[src/rtl/tick_div_pkg.sv]
// rtl/tick_div_pkg.sv - shared types and constants for the programmable tick divider
package tick_div_pkg;

    typedef enum logic [1:0] {IDLE, RUN, DONE} tick_state_t;

    localparam int TD_N_CH  = 4;
    localparam int TD_WIDTH = 26;
    localparam logic [TD_WIDTH-1:0] TD_DEFAULT_LOAD = 26'd49_999_999;

    // A single channel still needs a one-bit index so the write port never collapses to zero width
    function automatic int idx_width(input int n);
        return (n > 1) ? $clog2(n) : 1;
    endfunction

    localparam int TD_CH_IDX_W = idx_width(TD_N_CH);

    typedef logic [TD_WIDTH-1:0] tick_cnt_t;

endpackage

[src/rtl/prog_tick_divider_if.sv]
// rtl/prog_tick_divider_if.sv - control, load-write and tick-output bundle of the tick divider
interface prog_tick_divider_if
    import tick_div_pkg::*;
#(
    parameter int N_CH  = TD_N_CH,
    parameter int WIDTH = TD_WIDTH
);
    localparam int CH_IDX_W = idx_width(N_CH);

    logic                Enable;
    logic [N_CH-1:0]     ch_en;
    logic [N_CH-1:0]     oneshot;
    logic                wr_en;
    logic [CH_IDX_W-1:0] wr_ch;
    logic [WIDTH-1:0]    wr_data;
    logic [N_CH-1:0]     start;
    logic [N_CH-1:0]     stop;
    logic [N_CH-1:0]     tick;
    logic [N_CH-1:0]     busy;
    logic [N_CH-1:0]     done;
    logic [N_CH-1:0]     sq_o;

    modport master (
        output Enable, ch_en, oneshot, wr_en, wr_ch, wr_data, start, stop,
        input  tick, busy, done, sq_o
    );

    modport slave (
        input  Enable, ch_en, oneshot, wr_en, wr_ch, wr_data, start, stop,
        output tick, busy, done, sq_o
    );

endinterface

[src/rtl/tick_div_channel.sv]
// rtl/tick_div_channel.sv - one down-counter channel with IDLE/RUN/DONE control; square output under TICK_DIV_SQUARE_EN
module tick_div_channel
    import tick_div_pkg::*;
#(
    parameter int               WIDTH        = TD_WIDTH,
    parameter logic [WIDTH-1:0] DEFAULT_LOAD = WIDTH'(TD_DEFAULT_LOAD)
) (
    input  logic             mclk,
    input  logic             reset,
    input  logic             count_en,
    input  logic             oneshot,
    input  logic             start,
    input  logic             stop,
    input  logic             wr_en,
    input  logic [WIDTH-1:0] wr_data,
    output logic             tick,
    output logic             busy,
    output logic             done,
    output logic             sq_o
);

    tick_state_t      state_q, state_d;
    logic [WIDTH-1:0] cnt_q, cnt_d;
    logic [WIDTH-1:0] load_q, load_d;
    logic             tick_q, tick_d;
    logic             done_q, done_d;
    logic             mode_q, mode_d;
    logic             expire;

    always_ff @(posedge mclk or negedge reset) begin
        if (!reset) begin
            state_q <= IDLE;
            cnt_q   <= DEFAULT_LOAD;
            load_q  <= DEFAULT_LOAD;
            tick_q  <= 1'b0;
            done_q  <= 1'b0;
            mode_q  <= 1'b0;
        end else begin
            state_q <= state_d;
            cnt_q   <= cnt_d;
            load_q  <= load_d;
            tick_q  <= tick_d;
            done_q  <= done_d;
            mode_q  <= mode_d;
        end
    end

    // A start in the same cycle as a write must see the freshly written value, so it reads load_d
    always_comb begin
        state_d = state_q;
        cnt_d   = cnt_q;
        done_d  = done_q;
        mode_d  = mode_q;
        expire  = 1'b0;
        load_d  = wr_en ? wr_data : load_q;

        if (stop) begin
            state_d = IDLE;
            cnt_d   = load_q;
        end else if (start) begin
            state_d = RUN;
            cnt_d   = load_d;
            mode_d  = oneshot;
            done_d  = 1'b0;
        end else if ((state_q == RUN) && count_en) begin
            if (cnt_q != '0) begin
                cnt_d = cnt_q - WIDTH'(1);
            end else begin
                expire = 1'b1;
                cnt_d  = load_q;
                if (mode_q) begin
                    state_d = DONE;
                    done_d  = 1'b1;
                end
            end
        end
        tick_d = expire;
    end

    assign tick = tick_q;
    assign busy = (state_q == RUN);
    assign done = done_q;

`ifdef TICK_DIV_SQUARE_EN
    logic sq_q;

    always_ff @(posedge mclk or negedge reset) begin
        if (!reset) begin
            sq_q <= 1'b0;
        end else if (stop) begin
            sq_q <= 1'b0;
        end else if (expire) begin
            sq_q <= ~sq_q;
        end
    end

    assign sq_o = sq_q;
`else
    assign sq_o = 1'b0;
`endif

endmodule

[src/rtl/prog_tick_divider.sv]
// rtl/prog_tick_divider.sv - N_CH-channel programmable tick generator; TICK_DIV_SQUARE_EN adds square outputs
module prog_tick_divider
    import tick_div_pkg::*;
#(
    parameter int               N_CH         = TD_N_CH,
    parameter int               WIDTH        = TD_WIDTH,
    parameter logic [WIDTH-1:0] DEFAULT_LOAD = WIDTH'(TD_DEFAULT_LOAD)
) (
    input  logic                mclk,
    input  logic                reset,
    prog_tick_divider_if.slave  bus
);

    logic [N_CH-1:0] wr_hit;
    logic [N_CH-1:0] tick_v;
    logic [N_CH-1:0] busy_v;
    logic [N_CH-1:0] done_v;
    logic [N_CH-1:0] sq_v;

    // Indices beyond the last channel match no bit and are dropped
    always_comb begin
        wr_hit = '0;
        for (int i = 0; i < N_CH; i++) begin
            if (bus.wr_en && (int'(bus.wr_ch) == i)) begin
                wr_hit[i] = 1'b1;
            end
        end
    end

    for (genvar i = 0; i < N_CH; i++) begin : g_ch
        tick_div_channel #(
            .WIDTH        (WIDTH),
            .DEFAULT_LOAD (DEFAULT_LOAD)
        ) u_ch (
            .mclk     (mclk),
            .reset    (reset),
            .count_en (bus.Enable & bus.ch_en[i]),
            .oneshot  (bus.oneshot[i]),
            .start    (bus.start[i]),
            .stop     (bus.stop[i]),
            .wr_en    (wr_hit[i]),
            .wr_data  (bus.wr_data),
            .tick     (tick_v[i]),
            .busy     (busy_v[i]),
            .done     (done_v[i]),
            .sq_o     (sq_v[i])
        );
    end

    assign bus.tick = tick_v;
    assign bus.busy = busy_v;
    assign bus.done = done_v;
    assign bus.sq_o = sq_v;

endmodule
[src/flat_wrapper.sv]
// flat-port wrapper written by rule: the top's interface ports become plain ports
module prog_tick_divider_flat import tick_div_pkg::*;
#(
    parameter int               N_CH         = TD_N_CH,
    parameter int               WIDTH        = TD_WIDTH,
    parameter logic [WIDTH-1:0] DEFAULT_LOAD = WIDTH'(TD_DEFAULT_LOAD)
)
  (mclk, reset, bus_Enable, bus_ch_en, bus_oneshot, bus_wr_en, bus_wr_ch, bus_wr_data, bus_start, bus_stop, bus_tick, bus_busy, bus_done, bus_sq_o);
  prog_tick_divider_if #(.N_CH(N_CH), .WIDTH(WIDTH)) bus_i ();
  input  logic mclk;
  input  logic reset;
  input wire logic [$bits(bus_i.Enable)-1:0] bus_Enable;
  input wire logic [$bits(bus_i.ch_en)-1:0] bus_ch_en;
  input wire logic [$bits(bus_i.oneshot)-1:0] bus_oneshot;
  input wire logic [$bits(bus_i.wr_en)-1:0] bus_wr_en;
  input wire logic [$bits(bus_i.wr_ch)-1:0] bus_wr_ch;
  input wire logic [$bits(bus_i.wr_data)-1:0] bus_wr_data;
  input wire logic [$bits(bus_i.start)-1:0] bus_start;
  input wire logic [$bits(bus_i.stop)-1:0] bus_stop;
  output wire logic [$bits(bus_i.tick)-1:0] bus_tick;
  output wire logic [$bits(bus_i.busy)-1:0] bus_busy;
  output wire logic [$bits(bus_i.done)-1:0] bus_done;
  output wire logic [$bits(bus_i.sq_o)-1:0] bus_sq_o;
  assign bus_i.Enable = bus_Enable;
  assign bus_i.ch_en = bus_ch_en;
  assign bus_i.oneshot = bus_oneshot;
  assign bus_i.wr_en = bus_wr_en;
  assign bus_i.wr_ch = bus_wr_ch;
  assign bus_i.wr_data = bus_wr_data;
  assign bus_i.start = bus_start;
  assign bus_i.stop = bus_stop;
  assign bus_tick = bus_i.tick;
  assign bus_busy = bus_i.busy;
  assign bus_done = bus_i.done;
  assign bus_sq_o = bus_i.sq_o;
  prog_tick_divider #(.N_CH(N_CH), .WIDTH(WIDTH), .DEFAULT_LOAD(DEFAULT_LOAD)) u_core (.mclk(mclk), .reset(reset), .bus(bus_i));
endmodule
[config.mk]
export PLATFORM = sky130hd
export DESIGN_NAME = prog_tick_divider_flat
export DESIGN_NICKNAME = d
export VERILOG_FILES = /design/src/rtl/tick_div_pkg.sv /design/src/rtl/prog_tick_divider_if.sv /design/src/rtl/tick_div_channel.sv /design/src/rtl/prog_tick_divider.sv /design/src/flat_wrapper.sv
export SDC_FILE = /design/constraint.sdc
export NUM_CORES = 1
export LEC_CHECK = 0
export CAP_MARGIN = 15
export CORE_ASPECT_RATIO = 0.6
export CORE_UTILIZATION = 35
export DETAILED_ROUTE_END_ITERATION = 12
export PLACE_DENSITY = 0.62
export SLEW_MARGIN = 30
export SYNTH_ARGS = -nofsm -noshare
export SYNTH_HDL_FRONTEND = slang
export SYNTH_SLANG_ARGS = --single-unit
export TNS_END_PERCENT = 5
[constraint.sdc]
create_clock -name mclk -period 3.7 [get_ports mclk]
set_clock_uncertainty 0.1 [all_clocks]
set_input_delay 0.74 -clock mclk [delete_from_list [all_inputs] [get_ports mclk]]
set_output_delay 0.74 -clock mclk [all_outputs]
set_load 0.005 [all_outputs]
# Word level (Yosys, flattened, before mapping)
# Cells that the tools add are included.
dict set report op_classes {
  n_shift 0
  reduce_logical 41
  bitwise 8
  n_mul 0
  magnitude_cmp 0
  div 0
  mux 76
  n_eq_ne 15
  addsub 4
}
# cell count
set ops {}
lappend ops {{$mux 26} 20}
lappend ops {{$reduce_bool 26->1} 4}
lappend ops {{$sub 26x1->26 const B} 4}
lappend ops {{$mux 2} 20}
lappend ops {{$mux 1} 36}
lappend ops {{$reduce_bool 3->1} 8}
lappend ops {{$reduce_and 4->1} 4}
lappend ops {{$reduce_bool 2->1} 8}
lappend ops {{$ne 3x3->1 const B} 4}
lappend ops {{$reduce_and 3->1} 4}
lappend ops {{$eq 2x1->1 const B} 5}
lappend ops {{$logic_and 1x1->1} 8}
lappend ops {{$ne 2x2->1 const B} 4}
lappend ops {{$reduce_and 2->1} 4}
lappend ops {{$and 1x1->1} 4}
lappend ops {{$eq 2x2->1 const B} 2}
lappend ops {{$not 1->1} 4}
lappend ops {{$logic_not 2->1} 1}
dict set report totals {
  reg_bits 228
  mem_bits_rw 0
  output_inout_bits 16
  latchBits 0
  n_memories 0
  word_cells 168
  rom_bits 0
}

# Logic depth before layout (Yosys ltp)
# Gate-level depths: netlist of run 1.
dict set report depth {
  word_depth 6
  mapped_depth 9
}

# Hierarchy
# From an unflattened synthesis of run 1, not the netlist that was laid out.
dict set report hier_totals {
  hier_cells 1359
  hier_area_um2 13140.1
}
# module n_inst seq_area_each_um2 cells_each area_each_um2
set by_module_without_submodules {}
lappend by_module_without_submodules {{tick_div_channel at u_core.g_ch[0].u_ch ...} 2 1471.4 331 3198.1}
lappend by_module_without_submodules {{tick_div_channel at u_core.g_ch[2].u_ch} 1 1471.4 364 3433.3}
lappend by_module_without_submodules {{tick_div_channel at u_core.g_ch[3].u_ch} 1 1471.4 325 3248.1}
lappend by_module_without_submodules {prog_tick_divider 1 0.0 8 62.6}

# Worst setup path before layout of run 1
# No wires, ideal clock.
dict set report synth_timing {
  path_type {input to register}
  from {input bus_wr_en}
  to {register u_core.g_ch[0].u_ch.cnt_q[8]}
  t_required_ns 3.466
  arrival_time_ns 2.513
  cell_stages 8
  setup_slack_ns 0.953
  cell_sequence {clkbuf_1 > or3b_2 > clkbuf_1 > a21oi_1 > o41ai_2 > buf_2 > a2111oi_0 > nor3_1}
}
dict set report synth_between {
  elab_chain_len 5
}
# element line
set synth_rtl {}
lappend synth_rtl {{from (decl)} flat_wrapper.sv:15} ;# input wire logic [$bits(bus_i.wr_en)-1:0] bus_wr_en;
lappend synth_rtl {{$logic_and 1x1->1} prog_tick_divider.sv:24} ;# if (bus.wr_en && (int'(bus.wr_ch) == i)) begin
lappend synth_rtl {{$mux 1} prog_tick_divider.sv:24}
lappend synth_rtl {{$mux 26} tick_div_channel.sv:55} ;# load_d = wr_en ? wr_data : load_q;
lappend synth_rtl {{$mux 26} tick_div_channel.sv:60} ;# end else if (start) begin
lappend synth_rtl {{$mux 26} tick_div_channel.sv:57} ;# if (stop) begin
lappend synth_rtl {{to (signal assigned)} tick_div_channel.sv:40} ;# cnt_q <= cnt_d;
lappend synth_rtl {{to (decl)} tick_div_channel.sv:23} ;# logic [WIDTH-1:0] cnt_q, cnt_d;
# Every way passes these cells.
# A chain may end at the register's enable or synchronous reset.

# Worst setup path in the final report of run 1
dict set report layout_timing {
  from {register u_core.g_ch[3].u_ch.cnt_q[0]}
  to {register u_core.g_ch[3].u_ch.cnt_q[3]}
}
dict set report layout_between {
  elab_chain_len 5
}
# element line
set layout_rtl {}
lappend layout_rtl {{from (decl)} tick_div_channel.sv:23}
lappend layout_rtl {{from (signal assigned)} tick_div_channel.sv:40}
lappend layout_rtl {{$sub 26x1->26 or $reduce_bool 26->1 (tied branches)} {tick_div_channel.sv:67, tick_div_channel.sv:66}}
lappend layout_rtl {{$mux 26 *} tick_div_channel.sv:66} ;# if (cnt_q != '0) begin
lappend layout_rtl {{$mux 26 *} tick_div_channel.sv:65} ;# end else if ((state_q == RUN) && count_en) begin
lappend layout_rtl {{$mux 26 *} tick_div_channel.sv:60}
lappend layout_rtl {{$mux 26 *} tick_div_channel.sv:57}
# Mark *: on every way between the ends. The rest lies on a longest branch, timed or not. The select of a mux whose other input is x is not followed.

==> reports/results.ini, run 1 <==
[run_status]
status=completed

[global_route]
antenna_found_initial=1
grt_pass1_wl_mm=78.4
grt_pass1_vias=13018
track_usage_pct=24.6
grt_max_degree=79
overflow=0

[synth]
synth-simple-area-share_pct=24.8
synthMuxAreaShare_pct=3.25
netlist_area_um2=14200
avgSynthCellArea_um2=8.64
synth_enable_flop_cells=0
synth_cells=1644
ys_types=88
synth_compound_area_share_pct=24.7
yosys_warnings=0
async_flop_share_pct=100
synth_xor_area_share_pct=0.247
synth_seq_area_share_pct=41.4
yosys_most_used_dff=dfstp_2
synth_top_family_by_area=simple AND/OR/NAND/NOR gates
synthAdderAreaFrac_pct=0.352
synth_seq_cells=228

[hold_path]
min_path_type=in -> async

[die]
start_util_pct=36.0
io_pins=64
die_y_um=158
coreArea_um2=39500
die_width_um=262
rows=56
die_area_um2=41400

[sta]
rsz0062_at_grt=no
timing_hold_violations_final=0
maxSlewViolCount=0
setup_violations=0
slew_headroom_pct=38.4
fmax_mhz=306
final.setup.worst_slack_ns=0.430
finalCriticalPeriod_ns=3.27
worst_pin_slew_ns=0.916
tns_ns=0
timing.final.crit_share_pct=88.4

[critical_path]
r2r_setup_slack_ns=0.43
crit_fanout=8
crit_path_max_incr_delay_ns=0.76
endpoint_kind=flop
worstPathArrival_ns=3.64
required_ns=4.07
cp_common_cell=buf_4
crit_type=reg -> reg
critPathTopFamily=compound AO/OA/AOI/OAI gates
path_cells=inv_1 > ha_1 > nor4b_1 > buf_4 > nand4_1 > o21ai_0 > buf_4 > o32ai_1 > a221o_1
path_buf_inv=3
slowest_stage=o21ai_0
start_kind=flop

[layout]
mostFrequentLayoutCell=nand2_1
nNetsFinal=1743
final_cells=2233
drive_gt1_share_pct=22.6
fin_area_um2=16600
fill_cells=3897
area_growth_pct=17.2
multi_input_comb_area_um2=7630
regArea_um2=5890
layout_common_cells=nand2_1, dfstp_2, nor2_1

[drt]
drtIter0Drc=1826
drt-pass1-iter-count=5
via_count=13796
drc_errors=0
vias_per_cell=6.18
wl_per_cell_um=22.6
ant_nets=0
wl_mm=50.4

[placed_design]
dp_hpwl_mm=35.1
place_ws_ns=0.263
port_buffers=59
post-place-cells=2187
place_area_um2=15700
gp_congestion=0.937

[cts]
clk_pin_slew_worst_paths_ns=0.07
ctsResizeCount=0
cts_max_level=1
cts_tree=done
cts_sinks=228
clk_latency_ns=0.55
numCtsBuffers=24
clockBufferDepth=3
cts_root_buffer=clkbuf_16
cts.hold.buffers_added=0
cts_setup_buffers=0

[pwr]
p_leak_nw=6.51
peakVddDrop_mv=0.352
power.density_nw_per_um2=513

[run]
drv_cap=0

[power breakdown]
part | internal (mW) | switching (mW) | leakage, nW | total, mW
Combinational | 0.850 | 1.09 | 3.51 | 1.94
Sequential | 3.19 | 0.565 | 2.56 | 3.76
Clock | 1.73 | 1.11 | 0.443 | 2.84
[cell type report]
type	instances	area share (%)
Clock inverter	14	1.39
Sequential cell	228	35.4
Tap cell	522	3.92
Antenna cell	2	0.0301
Multi-Input combinational cell	1244	45.8
Inverter	39	0.879
Clock buffer	30	4.11
Timing Repair Buffer	154	8.46
[cell usage after synthesis, types with 6 or more instances]
| library cell | n | share of area (%) |
|---|---|---|
| o21ba_2 | 7 | 0.49 |
| a22oi_1 | 42 | 2.2 |
| or2_2 | 19 | 0.84 |
| a21o_1 | 17 | 0.90 |
| a222oi_1 | 8 | 0.56 |
| nor2_1 | 134 | 3.5 |
| nand2b_1 | 7 | 0.31 |
| o22ai_1 | 8 | 0.35 |
| clkbuf_1 | 100 | 2.6 |
| nand3_1 | 35 | 1.2 |
| o211ai_1 | 28 | 1.5 |
| buf_1 | 7 | 0.18 |
| o221ai_1 | 9 | 0.55 |
| and4_1 | 10 | 0.62 |
| a221oi_1 | 43 | 2.7 |
| a32oi_1 | 6 | 0.37 |
| a2bb2oi_1 | 12 | 0.74 |
| inv_1 | 39 | 1.0 |
| or4_1 | 17 | 0.90 |
| o221a_2 | 6 | 0.48 |
| mux2_2 | 41 | 3.2 |
| or3_1 | 16 | 0.70 |
| and3_1 | 17 | 0.75 |
| o21a_1 | 6 | 0.32 |
| a211oi_1 | 23 | 1.2 |
| dfrtp_1 | 84 | 15 |
| o21ai_0 | 56 | 2.0 |
| nand4_1 | 22 | 0.97 |
| a2111oi_0 | 15 | 0.92 |
| nor3_1 | 49 | 1.7 |
| a221o_1 | 11 | 0.78 |
| nor4_1 | 48 | 2.1 |
| nand2_1 | 288 | 7.6 |
| a21oi_1 | 96 | 3.4 |
| dfstp_2 | 144 | 27 |
| buf_4 | 17 | 0.90 |
| buf_2 | 11 | 0.39 |
| a22o_1 | 17 | 1.0 |
| a31oi_1 | 14 | 0.62 |
[cell families (layout without fill, tap and decap cells)]
group / count (synthesis) / count (layout)
and+or+nand+nor: 713 / 713
AOI/OAI and AO/OA: 478 / 478
DFF: 228 / 228
buffers and inverters: 175 / 237
muxes: 41 / 41
adders and majority gates: 4 / 4
xor gates and xnor gates: 4 / 4
other: 1 / 6
[state kept, by name (all words and copies together) (netlist names)]
| signal | count |
|---|---|
| u_core.g_ch.u_ch.cnt_q | 104 |
| u_core.g_ch.u_ch.tick | 4 |
| u_core.g_ch.u_ch.done | 4 |
| u_core.g_ch.u_ch.state_q | 8 |
| u_core.g_ch.u_ch.mode_q | 4 |
| u_core.g_ch.u_ch.load_q | 104 |
[path summary, 6_finish.rpt]
path / startpoint / to / depth (start not counted)
max in group asynchronous: reset / u_core.g_ch[3].u_ch.cnt_q[1] / 2
min in group mclk: u_core.g_ch[1].u_ch.load_q[13] / u_core.g_ch[1].u_ch.load_q[13] / 2
worst max-delay path: u_core.g_ch[3].u_ch.cnt_q[0] / u_core.g_ch[3].u_ch.cnt_q[3] / 9
worst min-delay path: reset / u_core.g_ch[1].u_ch.cnt_q[24] / 1
worst min register to register: u_core.g_ch[1].u_ch.load_q[13] / u_core.g_ch[1].u_ch.load_q[13] / 2
worst max register to register: u_core.g_ch[3].u_ch.cnt_q[0] / u_core.g_ch[3].u_ch.cnt_q[3] / 9
[stage by stage]
step / power [mW] / hold slack (ns) / util [%]
2_1_floorplan: 4.93 / 0.339 / -
5_1_grt: 8.97 / 0.110 / 42.1
3_5_place_dp: 5.67 / 0.357 / 39.8
4_1_cts: 8.55 / 0.0983 / 42.1
3_3_place_gp: 5.61 / 0.351 / 39.7
6_report: 8.54 / 0.0805 / 42.1
[routing by layer]
layer / vias up / wire length [um] / global-route usage (%)
met2: 594 / 20400 / 33.7
met3: 83 / 4800 / 6.39
met1: 6830 / 23900 / 37.0
li1: 6289 / - / -
met5: - / 0 / 0
met4: 0 / 1380 / 7.32
[worst register-to-register path, delay by kind of cell, from the launching register on]
family | cells | cell delay (ns)
simple gates | 2 | 0.61
fa+ha+maj | 1 | 0.28
buf+inv | 3 | 0.60
compound gates | 3 | 1.23
flops | 1 | 0.37
(Power assumes the default switching activity.)
==> run 2, diff against run 1 <==
==> constraint.sdc (replaced) <==
create_clock -name mclk -period 3.99 [get_ports mclk]
set_clock_uncertainty 0.1 [all_clocks]
set_input_delay 0.798 -clock mclk [delete_from_list [all_inputs] [get_ports mclk]]
set_output_delay 0.798 -clock mclk [all_outputs]
set_load 0.005 [all_outputs]
==> run 2 against run 1 <==
Maximum frequency is 1.2% higher. Utilization is 0.72 points lower. Via count is 0.26% higher. Die area stayed put. Combinational power is 8% lower. Sequential share of layout area is 0.61 points higher. Largest power group unchanged.
==> reports/results.ini, run 2 (synthesis gave the netlist of run 1 again) <==
[global_route]
grt_pass1_vias=12987  ; about the same
grt_pass1_wl_mm=78.6  ; was 78.4 mm
track_usage_pct=24.5  ; was 24.6%
grt_max_degree=93  ; was 79
overflow=0  ; unchanged
antenna_found_initial=2  ; was 1

[pwr]
p_leak_nw=6.37  ; was 6.51 nW
power.density_nw_per_um2=463  ; was 513 nW/um2
peakVddDrop_mv=0.312  ; was 0.352 mV

[sta]
finalCriticalPeriod_ns=3.23  ; was 3.27 ns
timing.final.crit_share_pct=80.9  ; was 88.4%
slew_headroom_pct=33.3  ; was 38.4%
hold_ws_ns=0.182  ; was 0.0805 ns
setup_violations=0  ; unchanged
maxSlewViolCount=0  ; unchanged
timing_hold_violations_final=0  ; unchanged
tns_ns=0  ; unchanged
rsz0062_at_grt=no  ; unchanged
worst_pin_slew_ns=0.997  ; was 0.916 ns
fmax_mhz=310  ; was 306 MHz

[critical_path]
crit_path_max_incr_delay_ns=0.78  ; was 0.76 ns
path_buf_inv=1  ; was 3
r2r-start=u_core.g_ch[2].u_ch.cnt_q[0]  ; was u_core.g_ch[3].u_ch.cnt_q[0]
path_cells=inv_1 > ha_1 > or4b_1 > or4_1 > nor3_4 > a221oi_1 > nor3_1  ; was inv_1 > ha_1 > nor4b_1 > buf_4 > nand4_1 > o21ai_0 > buf_4 > o32ai_1 > a221o_1
endpoint=u_core.g_ch[2].u_ch.cnt_q[23]  ; was u_core.g_ch[3].u_ch.cnt_q[3]
r2r-end=u_core.g_ch[2].u_ch.cnt_q[23]  ; was u_core.g_ch[3].u_ch.cnt_q[3]
r2r_setup_slack_ns=0.76  ; was 0.43 ns
slowest_stage=or4_1  ; was o21ai_0
cp.depth=7  ; was 9
r2r.worst_path.cells=7  ; was 9
endpoint_kind=flop  ; unchanged
startpoint=u_core.g_ch[2].u_ch.cnt_q[0]  ; was u_core.g_ch[3].u_ch.cnt_q[0]
start_kind=flop  ; unchanged
crit_type=reg -> reg  ; unchanged
crit_fanout=8  ; unchanged
required_ns=4.36  ; was 4.07 ns
worstPathArrival_ns=3.60  ; was 3.64 ns
critPathTopFamily=simple AND/OR/NAND/NOR gates  ; was compound AO/OA/AOI/OAI gates

[drt]
vias_per_cell=6.25  ; was 6.18
wl_per_cell_um=22.8  ; was 22.6 um
drtIter0Drc=1903  ; was 1826
drc_errors=0  ; unchanged
wl_mm=50.5  ; was 50.4 mm
drt-pass1-iter-count=6  ; was 5
via_count=13832  ; about the same
ant_nets=0  ; unchanged

[cts]
clk_latency_ns=0.55  ; about the same
cts_max_level=1  ; unchanged
cts_tree=done  ; unchanged
clockBufferDepth=3  ; unchanged
clk_pin_slew_worst_paths_ns=0.06  ; was 0.07 ns
cts.hold.buffers_added=0  ; unchanged
cts_sinks=228  ; unchanged
ctsResizeCount=0  ; unchanged
numCtsBuffers=24  ; unchanged
cts_setup_buffers=0  ; unchanged
cts_root_buffer=clkbuf_16  ; unchanged

[layout]
reg.largest.list=u_core.g_ch.u_ch.cnt_q (104), u_core.g_ch.u_ch.load_q (104), u_core.g_ch.u_ch.state_q (8)  ; unchanged
mostFrequentLayoutCell=nand2_1  ; unchanged
drive_gt1_share_pct=21.5  ; was 22.6%
area_growth_pct=15.2  ; was 17.2%
final_cells=2214  ; was 2233
nNetsFinal=1726  ; was 1743
diodes=0  ; was 2
fin_area_um2=16400  ; was 16600 um2
fill_cells=3933  ; was 3897
layout_common_cells=nand2_1, dfstp_2, nor2_1  ; unchanged

[die]
coreArea_um2=39500  ; unchanged
die_area_um2=41400  ; unchanged
die_y_um=158  ; unchanged
start_util_pct=36.0  ; unchanged
rows=56  ; unchanged
io_pins=64  ; unchanged
die_width_um=262  ; unchanged

[hold_path]
min_path_type=in -> async  ; unchanged

[placed_design]
dp_hpwl_mm=34.9  ; was 35.1 mm
gp_congestion=0.945  ; was 0.937
place_area_um2=15600  ; was 15700 um2
post-place-cells=2170  ; was 2187
port_buffers=59  ; unchanged

[run_status]
status=completed  ; unchanged

[run]
drv_cap=0  ; unchanged

==> run 2: cell type report <==
type / count / area, um2 / share of cell area (%)
repair buffers: 137 / 1270 / 7.75
well taps: 522 / 653 / 3.99
inverters: 39 / 146 / 0.895
clock buffers: 39 / 748 / 4.57
clock inverters: 5 / 25.0 / 0.153
multi-input cells: 1244 / 7630 / 46.7
flip-flops and latches: 228 / 5890 / 36.0
==> run 2: routing by layer <==
layer  global-route usage (%)  part of all wire [%]  up-vias
met5                        0                     0        -
met4                     4.73                   1.6        0
met3                     4.43                   9.0       59
met2                     35.3                    42      644
met1                     37.7                    48     6883
li1                         -                     -     6246
==> run 2: worst min-delay path by stage <==
stage / to / depth (start not counted) / slack (ns)
floorplan: u_core.g_ch[3].u_ch.load_q[19] / 2 / 0.34
finish: u_core.g_ch[0].u_ch.load_q[24] / 1 / 0.18
global placement: u_core.g_ch[3].u_ch.load_q[15] / 2 / 0.35
detailed placement: u_core.g_ch[3].u_ch.load_q[23] / 2 / 0.36
global route: u_core.g_ch[0].u_ch.done / 1 / 0.23
CTS: u_core.g_ch[0].u_ch.load_q[24] / 1 / 0.22
==> run 2: power by group <==
part / internal, mW / switching [mW] / total (mW)
logic: 0.775 / 1.02 / 1.79
clock network: 1.28 / 1.00 / 2.28
registers: 2.96 / 0.535 / 3.50
==> run 2: through the flow <==
| stage | util (%) | total power [mW] | worst slack [ns] |
|---|---|---|---|
| after global routing | 41.4 | 7.96 | 0.600 |
| after CTS | 41.3 | 7.55 | 0.772 |
| after floorplan | - | 4.57 | 1.18 |
| after global placement | 39.4 | 5.19 | 0.569 |
| final | 41.4 | 7.57 | 0.760 |
| after detailed placement | 39.4 | 5.25 | 0.502 |
==> run 3, diff against run 2 <==
==> constraint.sdc (replaced) <==
create_clock -name mclk -period 3.33 [get_ports mclk]
set_clock_uncertainty 0.1 [all_clocks]
set_input_delay 0.666 -clock mclk [delete_from_list [all_inputs] [get_ports mclk]]
set_output_delay 0.666 -clock mclk [all_outputs]
set_load 0.005 [all_outputs]
==> run 3 against run 2 <==
Critical path depth up 1. Utilization up 1.0 points. Wire length up 0.90%. First-iteration DRC count down 21%. Largest power group unchanged. Clock-buffer cell count down 7.
==> reports/results.ini, run 3 (synthesis gave the netlist of run 1 again) <==
[run_status]
status=completed  ; unchanged

[die]
die_width_um=262  ; unchanged
coreArea_um2=39500  ; unchanged
rows=56  ; unchanged
die_area_um2=41400  ; unchanged
start_util_pct=36.0  ; unchanged
io_pins=64  ; unchanged
die_y_um=158  ; unchanged

[critical_path]
start_kind=flop  ; unchanged
endpoint_kind=flop  ; unchanged
crit_type=reg -> reg  ; unchanged
r2r.worst_path.cells=8  ; was 7
r2r-start=u_core.g_ch[2].u_ch.cnt_q[0]  ; unchanged
endpoint=u_core.g_ch[2].u_ch.cnt_q[20]  ; was u_core.g_ch[2].u_ch.cnt_q[23]
startpoint=u_core.g_ch[2].u_ch.cnt_q[0]  ; unchanged
required_ns=3.69  ; was 4.36 ns
crit_fanout=6  ; was 8
worstPathArrival_ns=3.34  ; was 3.60 ns
r2r_setup_slack_ns=0.35  ; was 0.76 ns
r2r-end=u_core.g_ch[2].u_ch.cnt_q[20]  ; was u_core.g_ch[2].u_ch.cnt_q[23]

[sta]
timing.final.crit_share_pct=89.5  ; was 80.9%
setup_violations=0  ; unchanged
rsz0062_at_grt=no  ; unchanged
worst_pin_slew_ns=0.879  ; was 0.997 ns
finalCriticalPeriod_ns=2.98  ; was 3.23 ns
tns_ns=0  ; unchanged
timing_hold_violations_final=0  ; unchanged
maxSlewViolCount=0  ; unchanged
final.setup.worst_slack_ns=0.351  ; was 0.760 ns
fmax_mhz=336  ; was 310 MHz
slew_headroom_pct=40.9  ; was 33.3%

[global_route]
grt_max_degree=59  ; was 93
grt_pass1_wl_mm=79.3  ; was 78.6 mm
antenna_found_initial=1  ; was 2
overflow=0  ; unchanged
track_usage_pct=24.7  ; was 24.5%
grt_pass1_vias=13391  ; was 13.0k

[layout]
nNetsFinal=1770  ; was 1726
area_growth_pct=18.0  ; was 15.2%
final_cells=2258  ; was 2214
drive_gt1_share_pct=23.6  ; was 21.5%
diodes=0  ; unchanged
layout_common_cells=nand2_1, dfstp_2, nor2_1  ; unchanged
mostFrequentLayoutCell=nand2_1  ; unchanged
reg.largest.list=u_core.g_ch.u_ch.cnt_q (104), u_core.g_ch.u_ch.load_q (104), u_core.g_ch.u_ch.state_q (8)  ; unchanged
finish.utilization_pct=42.4  ; was 41.4%
fin_area_um2=16800  ; was 16400 um2

[placed_design]
place_area_um2=15900  ; was 15600 um2
dp_hpwl_mm=36.5  ; was 34.9 mm
post-place-cells=2213  ; was 2170
port_buffers=59  ; unchanged
gp_congestion=0.973  ; was 0.945
place_ws_ns=0.266  ; was 0.502 ns

[cts]
cts_max_level=1  ; unchanged
ctsResizeCount=0  ; unchanged
clk_latency_ns=0.55  ; about the same
clockBufferDepth=3  ; unchanged
cts_sinks=228  ; unchanged
numCtsBuffers=24  ; unchanged
clk_pin_slew_worst_paths_ns=0.07  ; was 0.06 ns
cts_root_buffer=clkbuf_16  ; unchanged
cts_tree=done  ; unchanged

[hold_path]
worstHoldStart=u_core.g_ch[3].u_ch.load_q[3]
min_path_type=reg -> reg  ; was in -> async

[pwr]
power.density_nw_per_um2=557  ; was 463 nW/um2
p_leak_nw=6.62  ; was 6.37 nW
peakVddDrop_mv=0.329  ; was 0.312 mV

[drt]
vias_per_cell=6.24  ; was 6.25
drc_errors=0  ; unchanged
via_count=14091  ; was 13.8k
drt-pass1-iter-count=7  ; was 6
drtIter0Drc=1499  ; was 1903
ant_nets=0  ; unchanged
wl_per_cell_um=22.6  ; was 22.8 um
wl_mm=50.9  ; was 50.5 mm

[run]
drv_cap=0  ; unchanged

-- run 3: cell type report --
class | instances | area [um2]
flip-flops and latches | 228 | 5890
clock buffers | 32 | 702
multi-input cells | 1244 | 7630
inverters | 39 | 146
clock inverters | 12 | 141
well taps | 522 | 653
repair buffers | 181 | 1610
fillers | 3870 | 22700
-- run 3: power breakdown --
group,leakage (nW),total (mW),switching [mW],internal (mW)
clock,0.420,2.94,1.23,1.71
combinational,3.64,2.20,1.24,0.966
sequential,2.56,4.19,0.640,3.55
total,6.62,9.33,3.11,6.23
-- run 3: layer usage --
| metal | GRT usage [%] | share of wire [%] | vias up | wire length (um) |
|---|---|---|---|---|
| met2 | 34.7 | 41 | 643 | 20800 |
| met4 | 5.59 | 1.9 | 0 | 954 |
| met1 | 37.8 | 48 | 7075 | 24400 |
| met3 | 5.33 | 9.2 | 64 | 4680 |
| met5 | 0 | 0 | - | 0 |
| li1 | - | - | 6309 | - |
-- run 3: timing repair --
action,4_1_cts,5_1_grt
hold buffers,1,0
setup buffers,0,0
setup endpoints to repair,0,0
hold endpoints to repair,13,0
-- run 3: worst min-delay path by stage --
stage	depth (start not counted)	to
2_1_floorplan	0	u_core.g_ch[0].u_ch.cnt_q[10]
3_3_place_gp	2	u_core.g_ch[3].u_ch.load_q[3]
3_5_place_dp	2	u_core.g_ch[3].u_ch.load_q[3]
4_1_cts	2	u_core.g_ch[3].u_ch.load_q[3]
5_1_grt	2	u_core.g_ch[1].u_ch.load_q[3]
6_report	2	u_core.g_ch[3].u_ch.load_q[3]
-- run 3: worst max-delay path: stages (launching register included) --
cell and delay, ns:
dfstp_2 0.38, inv_1 0.09, ha_1 0.24, or4b_1 0.49, buf_4 0.18, nor3_1 0.43
nor4b_1 0.66, a221oi_1 0.18, o22ai_1 0.17
-- run 3: stage by stage --
step | power [mW] | hold slack, ns
2_1_floorplan | 5.48 | 0.270
3_3_place_gp | 6.26 | 0.351
3_5_place_dp | 6.35 | 0.355
4_1_cts | 9.31 | 0.364
5_1_grt | 9.78 | 0.386
6_report | 9.33 | 0.365
==> RTL edit, RTL diff (config.mk and constraints of run 3) <==
The package constant `TD_N_CH` goes from 4 to 5.
--- a/src/rtl/tick_div_pkg.sv
+++ b/src/rtl/tick_div_pkg.sv
@@ -5,3 +5,3 @@
 
-    localparam int TD_N_CH  = 4;
+    localparam int TD_N_CH  = 5;
     localparam int TD_WIDTH = 26;
Interface: changed (9 resized); port bits go from 64 to 73. The function was not compared with the original's and may differ.
==> RTL edit against run 3 <==
  * The run now ends with negative hold slack left
  * Total power rose by 27%
  * Hold slack got worse by 390 ps
  * First-iteration DRC count rose by 44%
  * Cell area rose by 23%
  * Non-clock buffer count rose by 38
  * Wire length rose by 27%
  * Worst setup slack got worse by 37 ps
  * Sequential cell count rose by 57
  * Synthesized area rose by 23%
  * Largest power group unchanged
  * Highest routed layer unchanged
==> RTL edit: results (changes against run 3) <==
Placement
  • Dpl hpwl: 46,640 um (+28%)
  • I/O Buffers: 67 (+14%)
  • Dpl ws: 169.7 ps (-96.08 ps)
  • Placer Congestion: 0.9575 (-1.6%)

Global routing
  • Grt met3 use: 7.822% (+2.5 points)
  • Largest net degree at the start of global routing: 89 (+51%)
  • Initial antenna violation count: 0 (-1)
  • Vias in the first global route: 16.45k (+23%)
  • Global-route wire length before repair: 100,200 um (+26%)
  • Tot GR Track Use: 25.19% (+0.51 points)
  • M2 GR Usage: 34.19% (-0.49 points)

Timing
  • Worst hold slack: -23.80 ps (-388.5 ps)
  • Final hold violations: 4 (+4)
  • Worst slew pin tran: 825.1 ps (-53.58 ps)

Worst hold path
  • Worst min-delay path class: in2async

Cells and area
  • FILL cells: 4,771 (+23%)
  • Final nets: 2,282 (+29%)

Yosys
  • Ranking of synthesized cells by area: dfstp_2, dfrtp_1, nand2_1
  • Post-synth top cells: nand2_1, a21oi_1, nor2_1
  • Yosys cell types: 95 (+8.0%)
  • Syn Area/Cell: 8.177 um^2 (-5.4%)
  • Register area share after synthesis: 42.14% (+0.71 points)

Clock tree
  • Setup bufs post-CTS: 0 (unchanged)
  • Clock latency on the worst-skew pair: 580 ps (+30 ps)
  • CTS Buf Count: 29 (+21%)

Route
  • Drt initial violations: 2,163 (+44%)
  • Routed WL per cell: 22.39 um (-0.70%)
  • Drt first pass iters: 6 (-1)
  • Routed vias/inst: 6.071 (-2.7%)

Outcome
  • Status: finished with violations
  • Failing checks: negative hold slack

Pwr
  • Peak VDD IR: 0.0004114 V (+25%)

Critical path
  • CP max stage cell: and3_1
  • Crit-path max FO: 9 (+3)
  • CP arrival: 3420 ps (+80 ps)
  • Worst path max stage delay: 550 ps (-110 ps)
[RTL edit: cell count changes after synthesis, sizes merged, moves of 22 or more]
cell / before / now
nor3: 53 / 75
o21ai: 57 / 107
a31oi: 14 / 38
nand3: 35 / 59
dfstp: 144 / 180
mux2: 41 / 15
nor2: 134 / 182
nand2: 288 / 450
a21oi: 96 / 185
[RTL edit: metrics by stage]
step	instances	instance area, um^2	utilization, %
2_1_floorplan	2139	17470	-
3_3_place_gp	2833	19580	40.38
3_5_place_dp	2833	19590	40.40
4_1_cts	2887	20580	42.46
5_1_grt	2887	20590	42.47
6_report	2887	20590	42.47
[RTL edit: routing by layer]
metal  wire length, um  up-vias  share of wire, %
met5                 0        -                 0
li1                  -     7905                 -
met2             25550      953                40
met3              7497       96                12
met1             30220     8572                47
met4              1381        0               2.1
[RTL edit: final timing paths]
kind | startpoint | to | slack, ps | cells past startpoint
setup / recovery | u_core.g_ch[0].u_ch.cnt_q[0]$_DFFE_PN1P_ | u_core.g_ch[0].u_ch.cnt_q[4]$_DFFE_PN1P_ | 310 | 8
hold / removal | reset | u_core.g_ch[1].u_ch.tick$_DFF_PN0_ | -20 | 1
setup reg to reg | u_core.g_ch[0].u_ch.cnt_q[0]$_DFFE_PN1P_ | u_core.g_ch[0].u_ch.cnt_q[4]$_DFFE_PN1P_ | 310 | 8
hold reg to reg | u_core.g_ch[4].u_ch.load_q[22]$_DFF_PN1_ | u_core.g_ch[4].u_ch.load_q[22]$_DFF_PN1_ | 370 | 2
max in group asynchronous | reset | u_core.g_ch[2].u_ch.cnt_q[14]$_DFFE_PN1P_ | 2220 | 2
min in group mclk | u_core.g_ch[4].u_ch.load_q[22]$_DFF_PN1_ | u_core.g_ch[4].u_ch.load_q[22]$_DFF_PN1_ | 370 | 2
[RTL edit: worst max-delay path: cells and delay by family, from the launching register on]
kind | cells | cell delay, ps
buffers and inverters | 1 | 90
adders and majority gates | 1 | 270
and+or+nand+nor | 4 | 1690
DFF | 1 | 380
AOI/OAI and AO/OA | 2 | 420
[RTL edit: power breakdown]
group	internal (mW)	switching [mW]	leakage, nW
combinational	1.28	1.79	4.79
clock	2.02	1.52	0.501
sequential	4.51	0.786	3.22
[RTL edit: final cells by class]
type | instances | area [um^2] | area share [%]
Sequential cell | 285 | 7357 | 35.73
Inverter | 50 | 187.7 | 0.9115
Multi-Input combinational cell | 1639 | 9256 | 44.95
Tap cell | 640 | 800.8 | 3.889
Clock buffer | 37 | 805.8 | 3.913
Timing Repair Buffer | 219 | 1992 | 9.674
Clock inverter | 17 | 191.4 | 0.9297
[RTL edit: logic make-up after synthesis]
kind of cell	synth area share, %
compound gates	24.35
xor+xnor	0.7525
fa+ha+maj	0.3583
buf+inv	5.347
flops	42.14
mux	1.598
other cells	0.02148
simple gates	25.43
